### src/rtl/plan_sigmoid_inv_if.sv
// Valid/ready stream bundle for plan_sigmoid_inv: activation y in, pre-activation x and sat out.
// master = surrounding logic driving y and consuming x; slave = the inverse block.
interface plan_sigmoid_inv_if #(
  parameter int unsigned DATA_W = 16
);
  logic              in_valid;
  logic              in_ready;
  logic [DATA_W-1:0] y;
  logic              out_valid;
  logic              out_ready;
  logic [DATA_W-1:0] x;
  logic              sat;

  modport master (
    output in_valid, y, out_ready,
    input  in_ready, out_valid, x, sat
  );

  modport slave (
    input  in_valid, y, out_ready,
    output in_ready, out_valid, x, sat
  );
endinterface

### src/rtl/plan_sigmoid_inv.sv
// Inverse (logit) of the PLAN piecewise-linear sigmoid, two-stage valid/ready pipeline with sat counter.
// Define PLAN_SIGMOID_INV_SYMMETRIC_EN to fold y < 0.5 onto the upper half (negative x); otherwise such y clips to x=0.
module plan_sigmoid_inv #(
  parameter int unsigned DATA_W    = 16,
  parameter int unsigned FRAC_BITS = 10,
  parameter int unsigned CNT_W     = 16
) (
  input  logic               clk,
  input  logic               rst_n,
  plan_sigmoid_inv_if.slave  bus,
  input  logic               cnt_clr,
  output logic [CNT_W-1:0]   sat_cnt
);

  // Fixed-point constants, all in units of 2^-FRAC_BITS.
  localparam logic [DATA_W-1:0] ONE     = DATA_W'(1) << FRAC_BITS;
  localparam logic [DATA_W-1:0] HALF    = ONE >> 1;
  localparam logic [DATA_W-1:0] T_MID   = ONE - (ONE >> 2);                // 0.75
  localparam logic [DATA_W-1:0] T_HI    = ONE - (ONE >> 4) - (ONE >> 6);   // 0.921875
  localparam logic [DATA_W-1:0] OFF_HI  = ONE - (ONE >> 3) - (ONE >> 5);   // 0.84375
  localparam logic [DATA_W-1:0] OFF_MID = HALF + (ONE >> 3);               // 0.625
  localparam logic [DATA_W-1:0] OFF_LO  = HALF;                            // 0.5
  localparam logic [DATA_W-1:0] M_SAT   = (ONE << 2) + ONE;                // 5.0

  typedef enum logic [2:0] {
    SEG_LO   = 3'd0,
    SEG_MID  = 3'd1,
    SEG_HI   = 3'd2,
    SEG_SAT  = 3'd3,
    SEG_CLIP = 3'd4
  } seg_e;

  logic              adv1_c;
  logic              adv2_c;

  logic              fold_c;
  logic [DATA_W-1:0] u_c;
  seg_e              seg_c;

  logic              s1_valid_q, s1_valid_d;
  logic [DATA_W-1:0] y_q,        y_d;
  logic              fold_q,     fold_d;
  seg_e              seg_q,      seg_d;

  logic [DATA_W-1:0] u2_c;
  logic [DATA_W-1:0] m_c;
  logic [DATA_W-1:0] x_c;
  logic              sat_c;

  logic              out_valid_q, out_valid_d;
  logic [DATA_W-1:0] x_q,         x_d;
  logic              sat_q,       sat_d;
  logic [CNT_W-1:0]  cnt_q,       cnt_d;

  // Pipeline advance: a stage may load when it is empty or its contents move on.
  assign adv2_c       = !out_valid_q || bus.out_ready;
  assign adv1_c       = !s1_valid_q  || adv2_c;
  assign bus.in_ready = adv1_c;

  // Fold and segment selection on the incoming activation.
  always_comb begin
    fold_c = 1'b0;
    u_c    = bus.y;
`ifdef PLAN_SIGMOID_INV_SYMMETRIC_EN
    if (bus.y < HALF) begin
      fold_c = 1'b1;
      u_c    = ONE - bus.y;
    end
`endif
    if (u_c >= ONE) begin
      seg_c = SEG_SAT;
    end else if (u_c >= T_HI) begin
      seg_c = SEG_HI;
    end else if (u_c >= T_MID) begin
      seg_c = SEG_MID;
    end else if (u_c >= HALF) begin
      seg_c = SEG_LO;
    end else begin
      seg_c = SEG_CLIP;
    end
  end

  // Stage 1 next state: capture y, fold and segment on an input transfer.
  always_comb begin
    s1_valid_d = s1_valid_q;
    y_d        = y_q;
    fold_d     = fold_q;
    seg_d      = seg_q;
    if (adv1_c) begin
      s1_valid_d = bus.in_valid;
      if (bus.in_valid) begin
        y_d    = bus.y;
        fold_d = fold_c;
        seg_d  = seg_c;
      end
    end
  end

  // Stage 2 datapath: slope is a power of two per segment, so each is a subtract and shift.
  always_comb begin
    u2_c  = fold_q ? (ONE - y_q) : y_q;
    m_c   = '0;
    sat_c = 1'b0;
    unique case (seg_q)
      SEG_SAT: begin
        m_c   = M_SAT;
        sat_c = 1'b1;
      end
      SEG_HI:  m_c = (u2_c - OFF_HI)  << 5;
      SEG_MID: m_c = (u2_c - OFF_MID) << 3;
      SEG_LO:  m_c = (u2_c - OFF_LO)  << 2;
      default: begin
        m_c   = '0;
        sat_c = 1'b1;
      end
    endcase
    x_c = fold_q ? (DATA_W'(0) - m_c) : m_c;
  end

  // Stage 2 next state and saturation counter.
  always_comb begin
    out_valid_d = out_valid_q;
    x_d         = x_q;
    sat_d       = sat_q;
    cnt_d       = cnt_q;
    if (adv2_c) begin
      out_valid_d = s1_valid_q;
      if (s1_valid_q) begin
        x_d   = x_c;
        sat_d = sat_c;
      end
    end
    if (cnt_clr) begin
      cnt_d = '0;
    end else if (out_valid_q && bus.out_ready && sat_q && !(&cnt_q)) begin
      cnt_d = cnt_q + CNT_W'(1);
    end
  end

  always_ff @(posedge clk or negedge rst_n) begin
    if (!rst_n) begin
      s1_valid_q  <= 1'b0;
      y_q         <= '0;
      fold_q      <= 1'b0;
      seg_q       <= SEG_LO;
      out_valid_q <= 1'b0;
      x_q         <= '0;
      sat_q       <= 1'b0;
      cnt_q       <= '0;
    end else begin
      s1_valid_q  <= s1_valid_d;
      y_q         <= y_d;
      fold_q      <= fold_d;
      seg_q       <= seg_d;
      out_valid_q <= out_valid_d;
      x_q         <= x_d;
      sat_q       <= sat_d;
      cnt_q       <= cnt_d;
    end
  end

  assign bus.out_valid = out_valid_q;
  assign bus.x         = x_q;
  assign bus.sat       = sat_q;
  assign sat_cnt       = cnt_q;

endmodule
### src/flat_wrapper.sv
// flat-port wrapper written by rule: the top's interface ports become plain ports
module plan_sigmoid_inv_flat 
#(
  parameter int unsigned DATA_W    = 16,
  parameter int unsigned FRAC_BITS = 10,
  parameter int unsigned CNT_W     = 16
)
  (clk, rst_n, cnt_clr, sat_cnt, bus_in_valid, bus_y, bus_out_ready, bus_in_ready, bus_out_valid, bus_x, bus_sat);
  plan_sigmoid_inv_if #(.DATA_W(DATA_W)) bus_i ();
  input  logic clk;
  input  logic rst_n;
  input  logic cnt_clr;
  output logic [CNT_W-1:0] sat_cnt;
  input wire logic [$bits(bus_i.in_valid)-1:0] bus_in_valid;
  input wire logic [$bits(bus_i.y)-1:0] bus_y;
  input wire logic [$bits(bus_i.out_ready)-1:0] bus_out_ready;
  output wire logic [$bits(bus_i.in_ready)-1:0] bus_in_ready;
  output wire logic [$bits(bus_i.out_valid)-1:0] bus_out_valid;
  output wire logic [$bits(bus_i.x)-1:0] bus_x;
  output wire logic [$bits(bus_i.sat)-1:0] bus_sat;
  assign bus_i.in_valid = bus_in_valid;
  assign bus_i.y = bus_y;
  assign bus_i.out_ready = bus_out_ready;
  assign bus_in_ready = bus_i.in_ready;
  assign bus_out_valid = bus_i.out_valid;
  assign bus_x = bus_i.x;
  assign bus_sat = bus_i.sat;
  plan_sigmoid_inv #(.DATA_W(DATA_W), .FRAC_BITS(FRAC_BITS), .CNT_W(CNT_W)) u_core (.clk(clk), .rst_n(rst_n), .bus(bus_i), .cnt_clr(cnt_clr), .sat_cnt(sat_cnt));
endmodule
### config.mk
export PLATFORM = sky130hd
export DESIGN_NAME = plan_sigmoid_inv_flat
export DESIGN_NICKNAME = d
export VERILOG_FILES = /design/src/rtl/plan_sigmoid_inv_if.sv /design/src/rtl/plan_sigmoid_inv.sv /design/src/flat_wrapper.sv
export SDC_FILE = /design/constraint.sdc
export NUM_CORES = 1
export LEC_CHECK = 0
export BUFFER_PORTS_ARGS = -buffer_cell sky130_fd_sc_hd__buf_2
export CORE_MARGIN = 2
export CORE_UTILIZATION = 50
export DETAILED_ROUTE_END_ITERATION = 6
export PLACE_DENSITY = 0.84
export SLEW_MARGIN = 20
export SYNTH_ARGS = -nofsm -noshare
export SYNTH_HDL_FRONTEND = slang
export SYNTH_SLANG_ARGS = --single-unit
export TNS_END_PERCENT = 10
### constraint.sdc
create_clock -name clk -period 3 [get_ports clk]
set_clock_uncertainty 0.05 [all_clocks]
set_input_delay 0 -clock clk [delete_from_list [all_inputs] [get_ports clk]]
set_output_delay 0 -clock clk [all_outputs]
set_load 0.005 [all_outputs]
==> out/results.ini <==
[finish]
area_growth_syn_to_layout_pct=20.8
fillers=417
seq_area_sq_um=1250
multi_input_area_sq_um=1370
drive_above_1_share_pct=24.5
n_antenna_cell=0
fin_nets=362

[placed_design]
place.gp.congestion=0.852
port_buffers=53
dp_hpwl_um=4200

[worst_setup_path]
worst-path-max-fanout=20
crit_required_ns=3.19
worstSetupPathType=register to register
crit_arrival_ns=2.32
crit_path_end_kind=register
start_kind=register

[pwr]
seq_power_share_pct=51.3
vdd_drop_max_mv=0.341
clkPwrFrac_pct=28.8
switching_share_pct=27.5
power.total_w=0.00161
switching_power_w=0.000442
powerDensity_nw_per_um2=488
intPower_w=0.00117
comb_power_share_pct=19.9
p_leak_nw=1.54

[floorplan]
core_sq_um=5170
dieArea_sq_um=6060
ioPinCount=56
die_w_um=77.8
die_y_um=77.8
rows=26
start_util_pct=52.7

[logic_synthesis]
yosys.cell_count.top_type=dfrtp_1
synth_top_flop_cell=dfrtp_1
ys_ff_latch=50
yosys-top-cells-area=dfrtp_1, mux2_2, xnor2_1, nor2_1, nand2_1
postSynthCellCount=270
synthArstFlopShare_pct=100
synth_edf_count=0
syn_avg_cell_area_sq_um=10.1
synth_seq_area_share_pct=45.9
yosys_warnings=0
synthTopCellsByCount=dfrtp_1, nor2_1, nand2_1
synthDistinctLibCells=49
synth_top_area_share_pct=45.9
yosysTopAreaCell=dfrtp_1
synth.cell_area_sq_um=2730

[global_routing]
grt-ovfl-total=0
grt_pass1_vias=2241
grt_pass1_wl_um=10000
grt_max_degree=51
grt_antenna_before_repair=0
grt_util_all_layers_pct=21.0

[clocking]
cts_root_buf=clkbuf_8
cts_sinks=50
clock_path_buffers=2
cts_setup_buffers=0
clk_pin_slew_ns=0.09
cts_buffers=5
cts.htree.levels=2
cts_tree=yes
clk_latency_ns=0.30

[timing]
max_freq_mhz=469
tightest_slew_ns=0.773
setup_tns_ns=0
rsz0062_at_grt=false
post-route-min-period_ns=2.13
slew_viol_final=0
finalHoldViolCount=0
final-setup-viol-count=0
max_slew_margin_pct=48.3
fin_crit_sh_pct=71.1

[drt]
wl_per_cell_um=14.5
routed_wl_um=5880
drt-vias-per-instance=5.48
firstDrtPassIters=4
detail-route-antenna-nets=0
vias=2218
drc_errors=0
drt-initial-drc-count=101

[run_status]
status=complete, no violations

[run]
cap_viol_max_count=0

[min_path]
hold_path_class=input pin to register

cell usage in the layout (no fill, tap or decap), drive strengths merged, types with 3 or more instances in the layout:
cell,count
a21oi,15
a22o,10
and3,6
buf,53
clkbuf,7
dfrtp,50
dlygate4sd3,19
ha,7
inv,7
mux2,14
mux2i,6
nand2,24
nand3,11
nand4,5
nor2,27
nor2b,3
o21ai,15
o311ai,3
xnor2,13
xor2,10
layout make-up:
cell class,count,share of cell area [%]
repair buffers,72,13.9
multi-input cells,198,41.4
well taps,70,2.66
inverters,7,0.798
clock inverters,1,0.912
flip-flops and latches,50,38.0
clock buffers,7,2.32
routing by layer:
| layer | up-vias | global-route usage (%) | part of all wire, % |
|---|---|---|---|
| li1 | 1074 | - | - |
| met1 | 1075 | 24.2 | 43 |
| met2 | 56 | 37.8 | 51 |
| met3 | 13 | 4.19 | 3.8 |
| met4 | 0 | 8.57 | 2.5 |
| met5 | - | 0 | 0 |
power groups by stage:
stage | clock [W] | combinational, W | sequential (W)
2_1_floorplan | 0 | 0.000222 | 0.000808
3_3_place_gp | 0 | 0.000292 | 0.000834
3_5_place_dp | 0 | 0.000304 | 0.000835
4_1_cts | 0.000473 | 0.000323 | 0.000822
5_1_grt | 0.000504 | 0.000363 | 0.000836
6_report | 0.000463 | 0.000320 | 0.000824
what timing repair did:
action,in CTS,in global routing
endpoints found under the hold margin,68,0
setup endpoints to repair,0,0
hold buffers,19,0
gates resized for setup,0,0
final timing paths:
| check | slack (ns) | cells past startpoint | to | startpoint |
|---|---|---|---|---|
| worst max-delay path | 0.87 | 4 | u_core.seg_q[2]$_DFFE_PN0P_ | u_core.bus.out_valid$_DFFE_PN0P_ |
| worst min-delay path | 0.006 | 2 | u_core.sat_cnt[12]$_DFFE_PN0P_ | cnt_clr |
| worst max register to register | 0.87 | 4 | u_core.seg_q[2]$_DFFE_PN0P_ | u_core.bus.out_valid$_DFFE_PN0P_ |
| worst min register to register | 0.43 | 1 | u_core.bus.x[10]$_DFFE_PN0P_ | u_core.bus.x[10]$_DFFE_PN0P_ |
| max in group asynchronous | 2.29 | 2 | u_core.y_q[9]$_DFFE_PN0P_ | rst_n |
| min in group asynchronous | 0.19 | 2 | u_core.sat_cnt[6]$_DFFE_PN0P_ | rst_n |
critical path, stage by stage, from the launching register on:
cell	delay, ns
dfrtp_1	0.42
nand3b_1	0.16
nand2_1	0.46
o31ai_1	0.39
dlygate4sd3_1	0.58
stage by stage:
stage	util (%)	instances	hold slack (ns)	area [sq um]	setup slack [ns]
after global routing	63.7	405	0.0104	3290	0.709
final	63.7	405	0.00643	3290	0.866
after CTS	63.6	405	0.00110	3290	0.902
after detailed placement	57.9	378	0.159	3000	1.01
after floorplan	-	271	-0.346	2730	1.37
after global placement	57.9	378	0.156	3000	1.10
registers in the layout, indices dropped and copies added (netlist names):
signal and flops:
u_core.bus.sat 1, u_core.bus.out_valid 1, u_core.y_q 14, u_core.bus.x 14, u_core.seg_q 3, u_core.sat_cnt 16
u_core.s1_valid_q 1
cell families (layout without fill, tap and decap cells):
group                    count (synthesis)  count (layout)  share of synthesized area, %
flip-flops                              50              50                          45.9
multiplexers                            20              20                          7.99
AND/OR/NAND/NOR                         90              90                          16.8
buffers and inverters                   23              87                          4.18
other                                    1               2                         0.138
AO/OA/AOI/OAI                           56              56                          14.4
adder cells (fa/ha/maj)                  7               7                          3.21
XOR/XNOR                                23              23                          7.39
(Power assumes the default switching activity.)
